===== src/rtl/down_counter_pkg.sv =====
// Shared state encodings and default width for the down_counter slice.
// Auto-reload is selected with the DOWN_COUNTER_RELOAD_EN macro (see down_counter.sv).
package down_counter_pkg;

   localparam int LEN_COUNTER_DATA = 16;
   localparam int LEN_DC_STATE     = 2;

   localparam logic [LEN_DC_STATE-1:0] DC_IDLE = 2'd0;
   localparam logic [LEN_DC_STATE-1:0] DC_RUN  = 2'd1;
   localparam logic [LEN_DC_STATE-1:0] DC_DONE = 2'd2;

endpackage


===== src/rtl/down_counter_register.sv =====
// Loadable storage register with asynchronous active-low clear; q only changes when ld is high.
module down_counter_register #(
   parameter int WORD_LENGTH = 16
) (
   input  logic                   clk,
   input  logic                   rst,
   input  logic                   ld,
   input  logic [WORD_LENGTH-1:0] d,
   output logic [WORD_LENGTH-1:0] q
);

   always_ff @(posedge clk or negedge rst) begin
      if (!rst) begin
         q <= '0;
      end else if (ld) begin
         q <= d;
      end
   end

endmodule


===== src/rtl/down_counter.sv =====
// Loadable countdown counter with start/done handshake and synchronous abort.
// Define DOWN_COUNTER_RELOAD_EN to build the auto-reload variant (reload_val register, no done).
module down_counter
   import down_counter_pkg::*;
#(
   parameter int WORD_LENGTH = LEN_COUNTER_DATA
) (
   input  logic                   clk,
   input  logic                   rst,
   input  logic                   start,
   input  logic [WORD_LENGTH-1:0] load,
   input  logic                   en,
   input  logic                   stop,
   output logic [WORD_LENGTH-1:0] out,
   output logic                   busy,
   output logic                   done,
   output logic                   underflow
);

   logic [LEN_DC_STATE-1:0] state_q;
   logic [LEN_DC_STATE-1:0] state_d;
   logic [WORD_LENGTH-1:0]  cnt_d;
   logic                    cnt_ld;
   logic                    load_nz;

   assign load_nz = (load != '0);

`ifdef DOWN_COUNTER_RELOAD_EN
   logic [WORD_LENGTH-1:0] reload_val;
   logic                   rl_ld;
   logic                   uf_q;
   logic                   uf_d;
`endif

   always_comb begin
      state_d = state_q;
      cnt_d   = out;
      cnt_ld  = 1'b0;
`ifdef DOWN_COUNTER_RELOAD_EN
      rl_ld   = 1'b0;
      uf_d    = 1'b0;
`endif
      case (state_q)
         DC_RUN: begin
            if (en) begin
               cnt_ld = 1'b1;
               if (out > WORD_LENGTH'(1)) begin
                  cnt_d = out - WORD_LENGTH'(1);
               end else begin
`ifdef DOWN_COUNTER_RELOAD_EN
                  cnt_d = reload_val;
                  uf_d  = 1'b1;
`else
                  cnt_d   = '0;
                  state_d = DC_DONE;
`endif
               end
            end
         end
         // IDLE and DONE both accept start; DONE otherwise falls back to IDLE
         default: begin
            if (state_q == DC_DONE) begin
               state_d = DC_IDLE;
            end
            if (start && load_nz) begin
               state_d = DC_RUN;
               cnt_d   = load;
               cnt_ld  = 1'b1;
`ifdef DOWN_COUNTER_RELOAD_EN
               rl_ld   = 1'b1;
`endif
            end
`ifndef DOWN_COUNTER_RELOAD_EN
            else if (start) begin
               state_d = DC_DONE;
            end
`endif
         end
      endcase
      // Abort wins over start and en, and never produces a completion pulse
      if (stop) begin
         state_d = DC_IDLE;
         cnt_d   = '0;
         cnt_ld  = 1'b1;
`ifdef DOWN_COUNTER_RELOAD_EN
         rl_ld   = 1'b0;
         uf_d    = 1'b0;
`endif
      end
   end

   always_ff @(posedge clk or negedge rst) begin
      if (!rst) begin
         state_q <= DC_IDLE;
      end else begin
         state_q <= state_d;
      end
   end

   down_counter_register #(.WORD_LENGTH(WORD_LENGTH)) u_count (
      .clk (clk),
      .rst (rst),
      .ld  (cnt_ld),
      .d   (cnt_d),
      .q   (out)
   );

`ifdef DOWN_COUNTER_RELOAD_EN
   down_counter_register #(.WORD_LENGTH(WORD_LENGTH)) u_reload (
      .clk (clk),
      .rst (rst),
      .ld  (rl_ld),
      .d   (load),
      .q   (reload_val)
   );

   // Registered so the pulse coincides with the first cycle of the reloaded value
   always_ff @(posedge clk or negedge rst) begin
      if (!rst) begin
         uf_q <= 1'b0;
      end else begin
         uf_q <= uf_d;
      end
   end

   assign busy      = (state_q == DC_RUN);
   assign done      = 1'b0;
   assign underflow = uf_q;
`else
   assign busy      = (state_q == DC_RUN);
   assign done      = (state_q == DC_DONE);
   assign underflow = done;
`endif

endmodule


===== config.mk =====
export PLATFORM = sky130hd
export DESIGN_NAME = down_counter
export DESIGN_NICKNAME = d
export VERILOG_FILES = /design/src/rtl/down_counter_pkg.sv /design/src/rtl/down_counter_register.sv /design/src/rtl/down_counter.sv
export SDC_FILE = /design/constraint.sdc
export NUM_CORES = 1
export LEC_CHECK = 0
export ABC_CLOCK_PERIOD_IN_PS = 3450
export CORE_UTILIZATION = 50
export DETAILED_ROUTE_END_ITERATION = 8
export GPL_TIMING_DRIVEN = 0
export HOLD_SLACK_MARGIN = 0.03
export PLACE_DENSITY = 0.85
export SLEW_MARGIN = 0
export SYNTH_ARGS = -nofsm -noshare
export SYNTH_HDL_FRONTEND = slang
export SYNTH_SLANG_ARGS = --single-unit

===== constraint.sdc =====
create_clock -name clk -period 3.45 [get_ports clk]
set_input_delay 0.69 -clock clk [delete_from_list [all_inputs] [get_ports clk]]
set_output_delay 0.69 -clock clk [all_outputs]
set_load 0.02 [all_outputs]

# == After elaboration in Yosys (flattened, before gate mapping) ==
# Index checks and enable logic that the tools add are counted.
# word_totals
regBits,18
inputBits,21
output_inout_bits,19
wordCells,30
# op_classes
add_sub_neg,1
magnitude_cmp,1
n_eq_ne,4
mux,16
n_reduce_logical,6
# ops
operator,n
16-bit 2-to-1 mux,5
16-bit by 1-bit > comparator with 1-bit output (second input constant),1
16-bit nonzero test,1
16-bit by 1-bit subtractor with 16-bit output (second input constant),1
2-bit 2-to-1 mux,7
3-bit != test (second input constant),2
3-bit AND reduction,2
5-bit nonzero test,1
1-bit 2-to-1 mux,4
3-bit nonzero test,1
2-bit by 1-bit == test with 1-bit output (second input constant),1
2-bit == test (second input constant),1
1-bit logical AND,1

# == Logic depth before layout (Yosys ltp) ==
# logic_depth
word_depth,6
mapped_depth,8
ltp_nobuf,7

# == By module ==
# From an unflattened synthesis, not the netlist that was laid out.
# hier_totals
hier_cells,159
hier_area_um2,1616.6
# modules_own_cells
mod,instances,cells_per_inst,area_each_um2,seq_area_each_um2
down_counter,1,125,967.2,50.0
down_counter_register,1,34,649.4,400.4

# == Least setup slack after synthesis ==
# No wires, ideal clock.
# synth_timing
path_kind,reg-to-reg
from,reg u_count.q[6]
to,reg u_count.q[3]
t_arrival_ns,2.089
setup_slack_ns,1.235
stages_incl_launch_ff,8
path_buffers,2
synth_period_minus_slack_ns,2.215
path_cell_list,dfrtp_1 > or4_1 > buf_2 > or2_1 > buf_6 > o21ai_2 > o21ai_1 > a221o_1
# synth_via
elab_chain_cells,5
# synth_rtl
element,line_no,text
from (decl),down_counter_register.sv:9,output logic [WORD_LENGTH-1:0] q
from (signal assigned),down_counter_register.sv:14,q <= '0;
from (signal assigned),down_counter_register.sv:16,q <= d;
16-bit by 1-bit > comparator with 1-bit output,down_counter.sv:47,if (out > WORD_LENGTH'(1)) begin
16-bit 2-to-1 mux,down_counter.sv:47,
16-bit 2-to-1 mux,down_counter.sv:45,if (en) begin
16-bit 2-to-1 mux,down_counter.sv:43,case (state_q)
16-bit 2-to-1 mux,down_counter.sv:81,if (stop) begin
# Every way passes these cells. The select of a mux whose other input is x is not followed.
# A chain may end at the register's enable or synchronous reset.

# == Worst setup path after layout ==
# layout_timing
from,in load[11]
to,reg u_count.q[13]
# layout_via
elab_chain_cells,6
# layout_rtl
element,line_no,text
from (decl),down_counter.sv:11,"input logic [WORD_LENGTH-1:0] load,"
16-bit nonzero test (*),down_counter.sv:26,assign load_nz = (load != '0);
1-bit logical AND (*),down_counter.sv:65,if (start && load_nz) begin
1-bit 2-to-1 mux,down_counter.sv:65,
1-bit 2-to-1 mux,down_counter.sv:43,
1-bit 2-to-1 mux,down_counter.sv:81,
3-bit AND reduction (no source line) (*),--,
# Mark *: on every way between the ends. The rest lies on a longest branch, timed or not.

==> flow_summary.json <==
{
  "synth_edf_count": 0,
  "final_common_cell": "clkdlybuf4s50_1",
  "startpoint_type": "primary input",
  "numCtsBuffers": 3,
  "finalNonFillerCells": 218,
  "r2r_cells": 7,
  "rsz0062_at_grt": "false",
  "coreArea_um2": 2318,
  "setup_violations": 0,
  "finalCritPeriodShare_pct": 82.48,
  "initial_utilization_pct": 55.15,
  "stdcell_area_um2": 1740,
  "cts_sinks": 18,
  "grtUsageTotal_pct": 32.75,
  "grt_max_degree": 19,
  "crit_cells": 6,
  "maxCapViolCount": 0,
  "num_rows": 17,
  "clock_latency_ns": 0.31,
  "ir_drop_uv": 376.7,
  "post_dp_cell_area_um2": 1704,
  "worst_clock_skew_ns": 0.0007482,
  "antenna_found_initial": 0,
  "async_flop_share_pct": 100.0,
  "globalplace.congestion": 0.9893,
  "clk_pin_slew_worst_paths_ns": 0.11,
  "worstSetupPathType": "in -> reg",
  "max_freq_mhz": 351.4,
  "vias_per_cell": 6.647,
  "grt_pass1_wl_mm": 6.534,
  "grt_pass1_vias": 1330,
  "path_max_fanout": 10,
  "status": "complete, no violations",
  "drive_gt1_share_pct": 5.789,
  "drc": 0,
  "cpPeakStageDelay_ns": 0.95,
  "multi_input_area_um2": 763.2,
  "io_buffer_count": 39,
  "holdBufCountCts": 0,
  "setup_ws_ns": 0.6046,
  "routed_wl_mm": 4.224,
  "critPathBufInv": 1,
  "synth_cells": 147,
  "pin_count": 40,
  "antennaDiodeCount": 0,
  "crit_required_ns": 3.68,
  "power_uw": 896.5,
  "period_needed_ns": 2.845,
  "seq_area_frac_synth_pct": 35.23,
  "cts_tree": "done",
  "nNetsFinal": 216,
  "path_cells": "clkdlybuf4s50_1, nor4_1, and4_1, nor3_1, nor2_1, o211ai_1",
  "yosysWarnings": 0,
  "dieHeight_um": 52.57,
  "ant_nets": 0,
  "synth_cell_types": 46,
  "syn-num-nets": 172,
  "relSlewSlack_pct": 20.22,
  "post-place-cells": 214,
  "hold_depth": 1,
  "mostFrequentLayoutCells": "clkdlybuf4s50_1, dfrtp_1, nor2_1",
  "gr-total-overflow": 0,
  "report.final.slew_viol_count": 0,
  "synth_seq_cells": 18,
  "cts_resized": 0,
  "critPathTopFamily": "simple AND/OR/NAND/NOR gates",
  "dr.pass1.iters": 4,
  "worst_slew_pin_slew_ns": 1.188,
  "powerDensity_nw_per_um2": 515.1,
  "syn_area_per_cell_um2": 8.699,
  "cpMaxStageDelayCell": "nor3_1",
  "seq_area_um2": 450.4,
  "worstHoldPathType": "reg -> reg",
  "initialDrtViolationCount": 70,
  "syn_to_final_growth_pct": 36.11,
  "leakage_nw": 0.6897,
  "h-tree-depth": 1,
  "worstPathArrival_ns": 3.08,
  "fin_tns_setup_ns": 0,
  "critical_path.endpoint_type": "flip-flop",
  "nFillCells": 176,
  "syn-cell-area_um2": 1279,
  "wl_per_cell_um": 19.38,
  "post_cts_buffers": 0,
  "ys.flop_type": "dfrtp_1",
  "clockRootBuffer": "clkbuf_4",
  "cts.path.max_buffers": 2,
  "place_ws_ns": 0.3935,
  "die_w_um": 52.57,
  "finalHoldViolCount": 0,
  "hpwlAfterDp_mm": 3.116,
  "fp.dieArea_um2": 2764,
  "vias": 1449
}
[sequential cells by signal, indices dropped and copies added, names as in the netlist]
register	flops
u_count.q	16
state_q	2
[report_power, final]
part,switching (mW),internal (mW),total [mW]
registers,0.0523,0.243,0.296
clock network,0.0757,0.0646,0.140
logic,0.260,0.201,0.460
[layer usage]
| layer | vias up | track usage [%] | part of all wire [%] |
|---|---|---|---|
| met5 | - | 0 | 0 |
| met4 | 0 | 10.96 | 1.8 |
| met3 | 16 | 4.348 | 6.4 |
| met2 | 73 | 53.16 | 48 |
| met1 | 703 | 44.29 | 43 |
| li1 | 657 | - | - |
[Yosys cell counts, types with 3 or more instances]
| master | instances | share of area, % |
|---|---|---|
| nor3_1 | 12 | 4.7 |
| clkbuf_1 | 3 | 0.88 |
| a21oi_1 | 4 | 1.6 |
| inv_1 | 8 | 2.3 |
| o21ai_0 | 11 | 4.3 |
| o2bb2ai_1 | 6 | 4.1 |
| a221o_1 | 4 | 3.1 |
| nand2_1 | 4 | 1.2 |
| or4_1 | 3 | 1.8 |
| ha_1 | 4 | 3.9 |
| a22o_1 | 5 | 3.4 |
| nor4_1 | 8 | 3.9 |
| o21ai_1 | 3 | 1.2 |
| nor2_1 | 14 | 4.1 |
| dfrtp_1 | 18 | 35 |
[cells by family after synthesis]
kind of cell    Yosys count  synth area share (%)
buf+inv                  14                 5.088
xor+xnor                  2                 1.370
compound gates           52                 30.33
fa+ha+maj                 4                 3.914
flops                    18                 35.22
simple gates             57                 24.07
[area by class of cell]
class	count	area share, %
multi-input combinational	115	43.85
sequential	18	25.88
timing repair buffer	39	22.43
clock buffer	4	2.085
buffer	6	2.013
tap	28	2.013
inverter	8	1.725
[metrics by stage]
stage | utilization [%] | hold WS [ns]
5_1_grt | 75.07 | 0.5786
3_3_place_gp | 73.50 | 0.5041
6_report | 75.07 | 0.5632
3_5_place_dp | 73.50 | 0.5304
2_1_floorplan | - | 0.3944
4_1_cts | 75.07 | 0.5560
[worst paths after layout]
check	slack, ns	start	end
worst max register to register	0.83	state_q[1]	u_count.q[13]
worst min-delay path	0.56	state_q[1]	state_q[1]
min in group asynchronous	0.85	rst	u_count.q[12]
worst min register to register	0.56	state_q[1]	state_q[1]
max in group asynchronous	2.08	rst	u_count.q[5]
worst max-delay path	0.60	load[11]	u_count.q[13]
Note: power is estimated with default switching activity, not from simulation.
